`src/rtl/conv_pkg.sv`:
```
// Shared constants, types and helpers for the 3x3 convolution MAC datapath.
// Byte lane k of a window carries input_layer position win_<row>_<col>, with lane = row*3 + (2-col).
package conv_pkg;

    localparam int PIX_W             = 8;
    localparam int LANES             = 9;
    localparam int STREAM_DATA_WIDTH = PIX_W * LANES;
    localparam int ACC_W             = 24;
    localparam int PROD_W            = 16;

    localparam int LANE_WIN_0_2 = 0;
    localparam int LANE_WIN_0_1 = 1;
    localparam int LANE_WIN_0_0 = 2;
    localparam int LANE_WIN_1_2 = 3;
    localparam int LANE_WIN_1_1 = 4;
    localparam int LANE_WIN_1_0 = 5;
    localparam int LANE_WIN_2_2 = 6;
    localparam int LANE_WIN_2_1 = 7;
    localparam int LANE_WIN_2_0 = 8;

    typedef logic signed [PROD_W-1:0] prod_t;
    typedef logic signed [ACC_W-1:0]  acc_t;

    function automatic int win_lane(input int row, input int col);
        int lane;
        lane = LANE_WIN_1_1;
        case ({row[1:0], col[1:0]})
            4'b0000: lane = LANE_WIN_0_0;
            4'b0001: lane = LANE_WIN_0_1;
            4'b0010: lane = LANE_WIN_0_2;
            4'b0100: lane = LANE_WIN_1_0;
            4'b0101: lane = LANE_WIN_1_1;
            4'b0110: lane = LANE_WIN_1_2;
            4'b1000: lane = LANE_WIN_2_0;
            4'b1001: lane = LANE_WIN_2_1;
            4'b1010: lane = LANE_WIN_2_2;
            default: lane = LANE_WIN_1_1;
        endcase
        return lane;
    endfunction

    // Unsigned pixel times signed weight; the full product range fits in 16 bits.
    function automatic prod_t pix_mul(input logic [PIX_W-1:0] pix,
                                      input logic signed [PIX_W-1:0] wt);
        prod_t p_ext;
        prod_t w_ext;
        p_ext = {{(PROD_W-PIX_W){1'b0}}, pix};
        w_ext = {{(PROD_W-PIX_W){wt[PIX_W-1]}}, wt};
        return p_ext * w_ext;
    endfunction

endpackage

```
`src/rtl/conv3x3_adder_tree.sv`:
```
// Registered 9->3->1 reduction: partial sums of lane triplets, then total plus bias with optional ReLU.
// Both register stages hold while advance is low so the global stall freezes the whole pipe.
module conv3x3_adder_tree
    import conv_pkg::*;
(
    input  logic  clk,
    input  logic  reset_n,
    input  logic  advance,
    input  logic  in_valid,
    input  prod_t in_prod [LANES],
    input  acc_t  in_bias,
    input  logic  in_relu,
    output acc_t  out_data,
    output logic  out_valid
);

    logic s2_valid_q, s2_valid_d;
    acc_t part_q [3];
    acc_t part_d [3];
    acc_t s2_bias_q, s2_bias_d;
    logic s2_relu_q, s2_relu_d;

    acc_t out_data_q, out_data_d;
    logic out_valid_q, out_valid_d;
    acc_t total;

    always_comb begin
        s2_valid_d = s2_valid_q;
        part_d     = part_q;
        s2_bias_d  = s2_bias_q;
        s2_relu_d  = s2_relu_q;
        if (advance) begin
            s2_valid_d = in_valid;
            s2_bias_d  = in_bias;
            s2_relu_d  = in_relu;
            for (int g = 0; g < 3; g++) begin
                part_d[g] = acc_t'(in_prod[3*g]) + acc_t'(in_prod[3*g+1]) + acc_t'(in_prod[3*g+2]);
            end
        end
    end

    // ReLU only inspects the sign bit of the biased total.
    always_comb begin
        total       = part_q[0] + part_q[1] + part_q[2] + s2_bias_q;
        out_valid_d = out_valid_q;
        out_data_d  = out_data_q;
        if (advance) begin
            out_valid_d = s2_valid_q;
            out_data_d  = (s2_relu_q && total[ACC_W-1]) ? '0 : total;
        end
    end

    always_ff @(posedge clk or negedge reset_n) begin
        if (!reset_n) begin
            s2_valid_q  <= 1'b0;
            s2_bias_q   <= '0;
            s2_relu_q   <= 1'b0;
            for (int g = 0; g < 3; g++) begin
                part_q[g] <= '0;
            end
            out_valid_q <= 1'b0;
            out_data_q  <= '0;
        end else begin
            s2_valid_q  <= s2_valid_d;
            part_q      <= part_d;
            s2_bias_q   <= s2_bias_d;
            s2_relu_q   <= s2_relu_d;
            out_valid_q <= out_valid_d;
            out_data_q  <= out_data_d;
        end
    end

    assign out_data  = out_data_q;
    assign out_valid = out_valid_q;

endmodule

```
`src/rtl/conv3x3_mac.sv`:
```
// 3x3 window dot product against loadable signed weights, plus bias and optional ReLU.
// Three-stage pipeline with one global stall; a frame counter marks the last result of each frame.
module conv3x3_mac
    import conv_pkg::*;
#(
    parameter int CNT_W = 16
) (
    input  logic                         clk,
    input  logic                         reset_n,
    input  logic [STREAM_DATA_WIDTH-1:0] in_data,
    input  logic                         in_valid,
    output logic                         in_rdy,
    input  logic                         cfg_load,
    input  logic [STREAM_DATA_WIDTH-1:0] cfg_weights,
    input  logic [ACC_W-1:0]             cfg_bias,
    input  logic                         cfg_relu_en,
    input  logic [CNT_W-1:0]             frame_len,
    input  logic                         start,
    output logic [ACC_W-1:0]             out_data,
    output logic                         out_valid,
    output logic                         out_last,
    input  logic                         out_rdy
);

    logic stall;
    logic handshake;

    logic [STREAM_DATA_WIDTH-1:0] weights_q, weights_d;
    acc_t                         bias_q, bias_d;
    logic                         relu_en_q, relu_en_d;

    logic  s1_valid_q, s1_valid_d;
    prod_t prod_q [LANES];
    prod_t prod_d [LANES];
    acc_t  s1_bias_q, s1_bias_d;
    logic  s1_relu_q, s1_relu_d;

    logic [CNT_W-1:0] count_q, count_d;

    acc_t tree_data;

    assign stall     = out_valid & ~out_rdy;
    assign in_rdy    = ~stall;
    assign handshake = out_valid & out_rdy;

    always_comb begin
        weights_d = weights_q;
        bias_d    = bias_q;
        relu_en_d = relu_en_q;
        if (cfg_load) begin
            weights_d = cfg_weights;
            bias_d    = cfg_bias;
            relu_en_d = cfg_relu_en;
        end
    end

    // Bias and ReLU enable travel with the window so later cfg_load pulses cannot touch it.
    always_comb begin
        s1_valid_d = s1_valid_q;
        prod_d     = prod_q;
        s1_bias_d  = s1_bias_q;
        s1_relu_d  = s1_relu_q;
        if (!stall) begin
            s1_valid_d = in_valid;
            s1_bias_d  = bias_q;
            s1_relu_d  = relu_en_q;
            for (int k = 0; k < LANES; k++) begin
                prod_d[k] = pix_mul(in_data[k*PIX_W +: PIX_W], weights_q[k*PIX_W +: PIX_W]);
            end
        end
    end

    always_comb begin
        count_d = count_q;
        if (start) begin
            count_d = '0;
        end else if (handshake) begin
            count_d = out_last ? '0 : count_q + CNT_W'(1);
        end
    end

    always_ff @(posedge clk or negedge reset_n) begin
        if (!reset_n) begin
            weights_q  <= '0;
            bias_q     <= '0;
            relu_en_q  <= 1'b0;
            s1_valid_q <= 1'b0;
            s1_bias_q  <= '0;
            s1_relu_q  <= 1'b0;
            for (int k = 0; k < LANES; k++) begin
                prod_q[k] <= '0;
            end
            count_q    <= '0;
        end else begin
            weights_q  <= weights_d;
            bias_q     <= bias_d;
            relu_en_q  <= relu_en_d;
            s1_valid_q <= s1_valid_d;
            prod_q     <= prod_d;
            s1_bias_q  <= s1_bias_d;
            s1_relu_q  <= s1_relu_d;
            count_q    <= count_d;
        end
    end

    conv3x3_adder_tree u_tree (
        .clk       (clk),
        .reset_n   (reset_n),
        .advance   (~stall),
        .in_valid  (s1_valid_q),
        .in_prod   (prod_q),
        .in_bias   (s1_bias_q),
        .in_relu   (s1_relu_q),
        .out_data  (tree_data),
        .out_valid (out_valid)
    );

    assign out_data = tree_data;
    assign out_last = out_valid & (frame_len != '0) & (count_q == frame_len - CNT_W'(1));

endmodule

```
`config.mk`:
```
export PLATFORM = sky130hd
export DESIGN_NAME = conv3x3_mac
export DESIGN_NICKNAME = d
export VERILOG_FILES = /design/src/rtl/conv_pkg.sv /design/src/rtl/conv3x3_adder_tree.sv /design/src/rtl/conv3x3_mac.sv
export SDC_FILE = /design/constraint.sdc
export NUM_CORES = 2
export LEC_CHECK = 0
export ABC_CLOCK_PERIOD_IN_PS = 6410
export BUFFER_PORTS_ARGS = -buffer_cell sky130_fd_sc_hd__buf_2
export CAP_MARGIN = 10
export CORE_MARGIN = 8
export CORE_UTILIZATION = 35
export DETAILED_ROUTE_END_ITERATION = 6
export SLEW_MARGIN = 20
export SYNTH_ARGS = -nofsm -noshare
export SYNTH_HDL_FRONTEND = slang
export SYNTH_SLANG_ARGS = --single-unit
```
`constraint.sdc`:
```
create_clock -name clk -period 6.41 [get_ports clk]
set_input_delay 0.9615 -clock clk [delete_from_list [all_inputs] [get_ports clk]]
set_output_delay 0.9615 -clock clk [all_outputs]
set_load 0.02 [all_outputs]
```
==> Word-level counts from Yosys, hierarchy flattened <==
Index checks and enable logic that the tools add are counted.
{ "op_classes": {"mux": 4, "reduce_logical": 3, "n_eq_ne": 1, "addsub": 11, "multipliers": 9, "n_bitwise": 6} }
{ "ops": {"columns": ["op", "count"], "rows": [
  ["multiplier 9 x 8 -> 16 bit", 9],
  ["adder 24 bit", 3],
  ["adder 17 x 16 -> 18 bit", 3],
  ["adder 16 x 16 -> 17 bit", 3],
  ["two-way mux 16 bit", 3],
  ["two-way mux 24 bit", 1],
  ["adder 16 x 1 -> 16 bit, second input constant", 1],
  ["== test 16 bit", 1],
  ["nonzero test 16 bit", 1],
  ["subtractor 16 x 1 -> 16 bit, second input constant", 1],
  ["AND 1 bit", 4],
  ["inverter 1 bit", 2],
  ["nonzero test 2 bit", 1],
  ["logical AND 1 bit", 1]
]} }
{ "totals": {"reg_bits": 406, "inputBits": 191} }

==> Longest topological paths before layout <==
{ "logic_depth": {"word_depth": 6, "mapped_depth": 20, "ltp_nobuf": 20} }

==> Cells and area by module <==
A second synthesis with hierarchy kept.
{ "hier_totals": {"cells_unflattened": 4123, "hier_area_um2": 39041.2} }
{ "modules_own_cells": {"columns": ["module", "cells_per_inst", "seq_area_each_um2", "n_inst", "area_per_inst_um2"], "rows": [
  ["conv3x3_mac", 3171, 7081.8, 1, 29896.2],
  ["conv3x3_adder_tree", 952, 2627.5, 1, 9145.0]
]} }

==> Worst setup path after synthesis <==
No wires, ideal clock.
{ "synth_timing": {"path_kind": "input to register", "from": "input in_data[21]", "to": "register prod_q[111] (netlist bit)", "setup_ns": 0.069, "cell_stages": 14, "path_slack_ns": 1.729, "arrival_time_ns": 4.612, "required_time_ns": 6.341, "cell_sequence": "and2_1 fa_1 inv_1 fa_1 fa_1 fa_1 inv_1 ha_1 nor2b_1 o21ai_0 a211oi_1 nor3_1 or4_1 nand3_1"} }
{ "synth_between": {"elab_chain_len": 1} }
{ "synth_lines": {"columns": ["item", "line", "text"], "rows": [
  ["from (decl)", "conv3x3_mac.sv:10", "input logic [STREAM_DATA_WIDTH-1:0] in_data,"],
  ["multiplier 9 x 8 -> 16 bit", "conv_pkg.sv:49", "return p_ext * w_ext;"],
  ["to (signal assigned)", "conv3x3_mac.sv:99", "prod_q <= prod_d;"],
  ["to (decl)", "conv3x3_mac.sv:33", "prod_t prod_q [LANES];"]
]} }
No other way between the ends.
A chain may end at the register's enable or synchronous reset.

==> Final worst setup path <==
{ "layout_timing": {"from": "register weights_q[63]", "to": "register prod_q[30] (netlist bit)"} }
{ "layout_between": {"elab_chain_len": 1} }
{ "layout_lines": {"columns": ["item", "line", "text"], "rows": [
  ["from (decl)", "conv3x3_mac.sv:28", "logic [STREAM_DATA_WIDTH-1:0] weights_q, weights_d;"],
  ["from (signal assigned)", "conv3x3_mac.sv:95", "weights_q <= weights_d;"],
  ["multiplier 9 x 8 -> 16 bit", "conv_pkg.sv:49", null]
]} }
No other way between the ends.

==> results_dict.tcl <==
set metrics [dict create \
    ys_seq_area_frac 0.247 \
    period_minus_slack_ns 4.68 \
    cp.arrival_ns 5.23 \
    synth_cells 4185 \
    syn_nets 5239 \
    routed_wl_microns 94100 \
    synth_warnings 0 \
    synth_top_family_by_area "adder cells" \
    cellLeakagePower_nw 21.8 \
    cts_tree "built" \
    cts_hold_buffers 0 \
    crit_chain "inv_1, fa_1, fa_1, inv_1, fa_1, inv_1, fa_1, inv_1, ha_1, o21ai_0, a21boi_0, o21ai_0, a21boi_0, o21ai_0, a211o_1, o211ai_1" \
    route.detailed.drc 0 \
    synth_mux_area_frac 0.0262 \
    slew-limit-headroom 0.330 \
    maxCapViolCount 0 \
    dp_slack_ns 1.22 \
    status "finished clean" \
    synth_common_cells "inv_1, nand2_1, ha_1" \
    grt_overflow_total 0 \
    drive_gt1_frac 0.0984 \
    maxSlewViolCount 0 \
    final-hold-violation-count 0 \
    yosysTopAreaCell "dfrtp_1" \
    synth_xor_area_frac 0.0316 \
    grt_pass1_vias 29500 \
    synthSimpleGateAreaFrac 0.183 \
    fillers 11400 \
    viasPerCell 4.75 \
    cts.sinks 388 \
    rsz0062_at_grt "no" \
    synth_compound_area_frac 0.0867 \
    firstDrtPassIters 5 \
    path_max_fanout 7 \
    fin_skew_ns 0.0182 \
    crit_required_ns 6.96 \
    hp-class "in2async" \
    grt_pass1_wl_microns 157000 \
    crit_path_start_kind "flip-flop" \
    postPlaceCellArea_sq_um 42100 \
    h-tree-depth 2 \
    synth_top_area_share 0.247 \
    grt.total_usage 0.156 \
    path_clk_slew_ns 0.07 \
    start_util 0.352 \
    synth-edff-count 0 \
    die_w_microns 351 \
    peakVddDrop_uv 387 \
    synthAdderAreaFrac 0.356 \
    stdcell_area_sq_um 44000 \
    fp.dieH_microns 351 \
    max_stage_delay_ns 0.54 \
    worstMarginPinSlew_ns 1.00 \
    fp.dieArea_sq_um 124000 \
    power.density_nw_per_um2 579 \
    crit_family "adder cells" \
    dp_hpwl_microns 74300 \
    fp-row-count 123 \
    synth.most_common_cell "inv_1" \
    area_growth_pct 11.8 \
    core_area_sq_um 112000 \
    crit_path_top_delay_cell "fa_1" \
    drtIter0Drc 1211 \
    insertion_delay_ns 0.64 \
    yosys-top-cells-area "dfrtp_1, fa_1, ha_1, inv_1, and2_1" \
    gp_congestion 0.823 \
    vias 28100 \
    clock.fmax_mhz 214 \
    nNetsFinal 5431 \
    synth.distinct_cells 78 \
    post_synth.cell_area_avg_sq_um 9.41 \
    syn-cell-area_sq_um 39400 \
    async_reset_ff_frac 1.00 \
    critPathKind "reg2reg" \
    hold_slack_ns 0.244 \
    setup_violations 0 \
    portBuffers 217 \
    post-cts-setup-buffer-count 0 \
    ant_nets 0 \
    fin_crit_sh 0.729 \
    wl_per_cell_microns 15.9 \
    crit_buf_inv 4 \
    final_util 0.393 \
    fin_ws_ns 1.73 \
    fin_setup_tns_ns 0 \
    numCtsBuffers 53 \
    cts_resized 0 \
    clockBufferDepth 3 \
    antenna_found_initial 4 \
    ios 218 \
    ys.flop_type "dfrtp_1" \
    worstSetupEndpointType "flip-flop" \
    grt_max_degree 152 \
    cts_root_buffer "clkbuf_16" \
    synth_seq_cells 388 \
]
[metrics by stage]
stage / instances / power, mW
final: 5922 / 25.5
after global routing: 5921 / 28.6
after CTS: 5920 / 26.0
after detailed placement: 5822 / 22.5
after global placement: 5822 / 22.2
after floorplan: 4185 / 17.9
[worst reg2reg max path, cell delays in order, from the launching register on]
cell and delay [ns]:
dfrtp_1 0.48, inv_1 0.23, fa_1 0.54, fa_1 0.51
inv_1 0.05, fa_1 0.53, inv_1 0.05, fa_1 0.47
inv_1 0.04, ha_1 0.30, o21ai_0 0.11, a21boi_0 0.25
o21ai_0 0.14, a21boi_0 0.35, o21ai_0 0.18, a211o_1 0.29
o211ai_1 0.08
[state kept, by name (all words and copies together) (netlist names), 16 cells and up]
name / count
prod_q: 144
u_tree.s2_bias_q: 24
weights_q: 72
u_tree.out_data: 24
count_q: 16
bias_q: 24
u_tree.part_q: 54
s1_bias_q: 24
[kinds of logic (layout without fill, tap and decap cells)]
kind of cell / Yosys count / count (layout)
xor gates and xnor gates: 142 / 142
and+or+nand+nor: 1432 / 1432
other: 0 / 2
buffers and inverters: 729 / 964
DFF: 388 / 388
AOI/OAI and AO/OA: 539 / 539
muxes: 92 / 92
adders and majority gates: 863 / 863
[area by class of cell]
type / instances / area [sq um] / share of cell area
multi-input cells: 3068 / 26900 / 0.612
repair buffers: 228 / 1220 / 0.0277
well taps: 1500 / 1880 / 0.0426
clock inverters: 29 / 394 / 0.00895
flip-flops and latches: 388 / 9710 / 0.221
inverters: 638 / 2400 / 0.0546
clock buffers: 69 / 1500 / 0.0340
diodes: 2 / 5.00 / 0.000114
[per-layer routing]
metal  vias up  GRT usage  wire length (microns)  share of wire
li1      14000          -                      -              -
met1     13700      0.218                  45000           0.48
met2       329      0.256                  43900           0.47
met3       102     0.0210                   3320          0.035
met4         2     0.0365                   1960          0.021
met5         -          0                      9       0.000096
[cell usage in the layout, fill, tap and decap left out, drive strengths merged, types with 34 or more instances in the layout]
| cell type | synthesis | final |
|---|---|---|
| clkbuf | 76 | 69 |
| nor2b | 34 | 34 |
| nand2b | 47 | 47 |
| nor2 | 212 | 212 |
| dfrtp | 388 | 388 |
| buf | 15 | 228 |
| xnor2 | 73 | 73 |
| nand3 | 57 | 57 |
| nand2 | 517 | 517 |
| ha | 433 | 433 |
| and2 | 356 | 356 |
| mux2 | 90 | 90 |
| nor3 | 45 | 45 |
| nand3b | 35 | 35 |
| inv | 638 | 644 |
| a21oi | 166 | 166 |
| fa | 430 | 430 |
| o21ai | 119 | 119 |
| xor2 | 69 | 69 |
| o31ai | 36 | 36 |
[power breakdown]
group,switching (mW),internal (mW),total [mW]
combinational,10.1,7.85,17.9
sequential,0.830,3.48,4.31
clock,1.29,1.94,3.23
[worst paths after layout]
check	from	endpoint	slack, ns	cells past startpoint
max	weights_q[63]$_DFFE_PN0P_	prod_q[30]$_DFFE_PN0N_	1.73	16
min	reset_n	weights_q[30]$_DFFE_PN0P_	0.24	1
max reg2reg	weights_q[63]$_DFFE_PN0P_	prod_q[30]$_DFFE_PN0N_	1.73	16
min reg2reg	u_tree.s2_valid_q$_DFFE_PN0N_	u_tree.s2_valid_q$_DFFE_PN0N_	0.46	2
max in group asynchronous	reset_n	u_tree.out_data[9]$_DFFE_PN0N_	4.88	2
min in group clk	u_tree.s2_valid_q$_DFFE_PN0N_	u_tree.s2_valid_q$_DFFE_PN0N_	0.46	2
(Power assumes the default switching activity.)
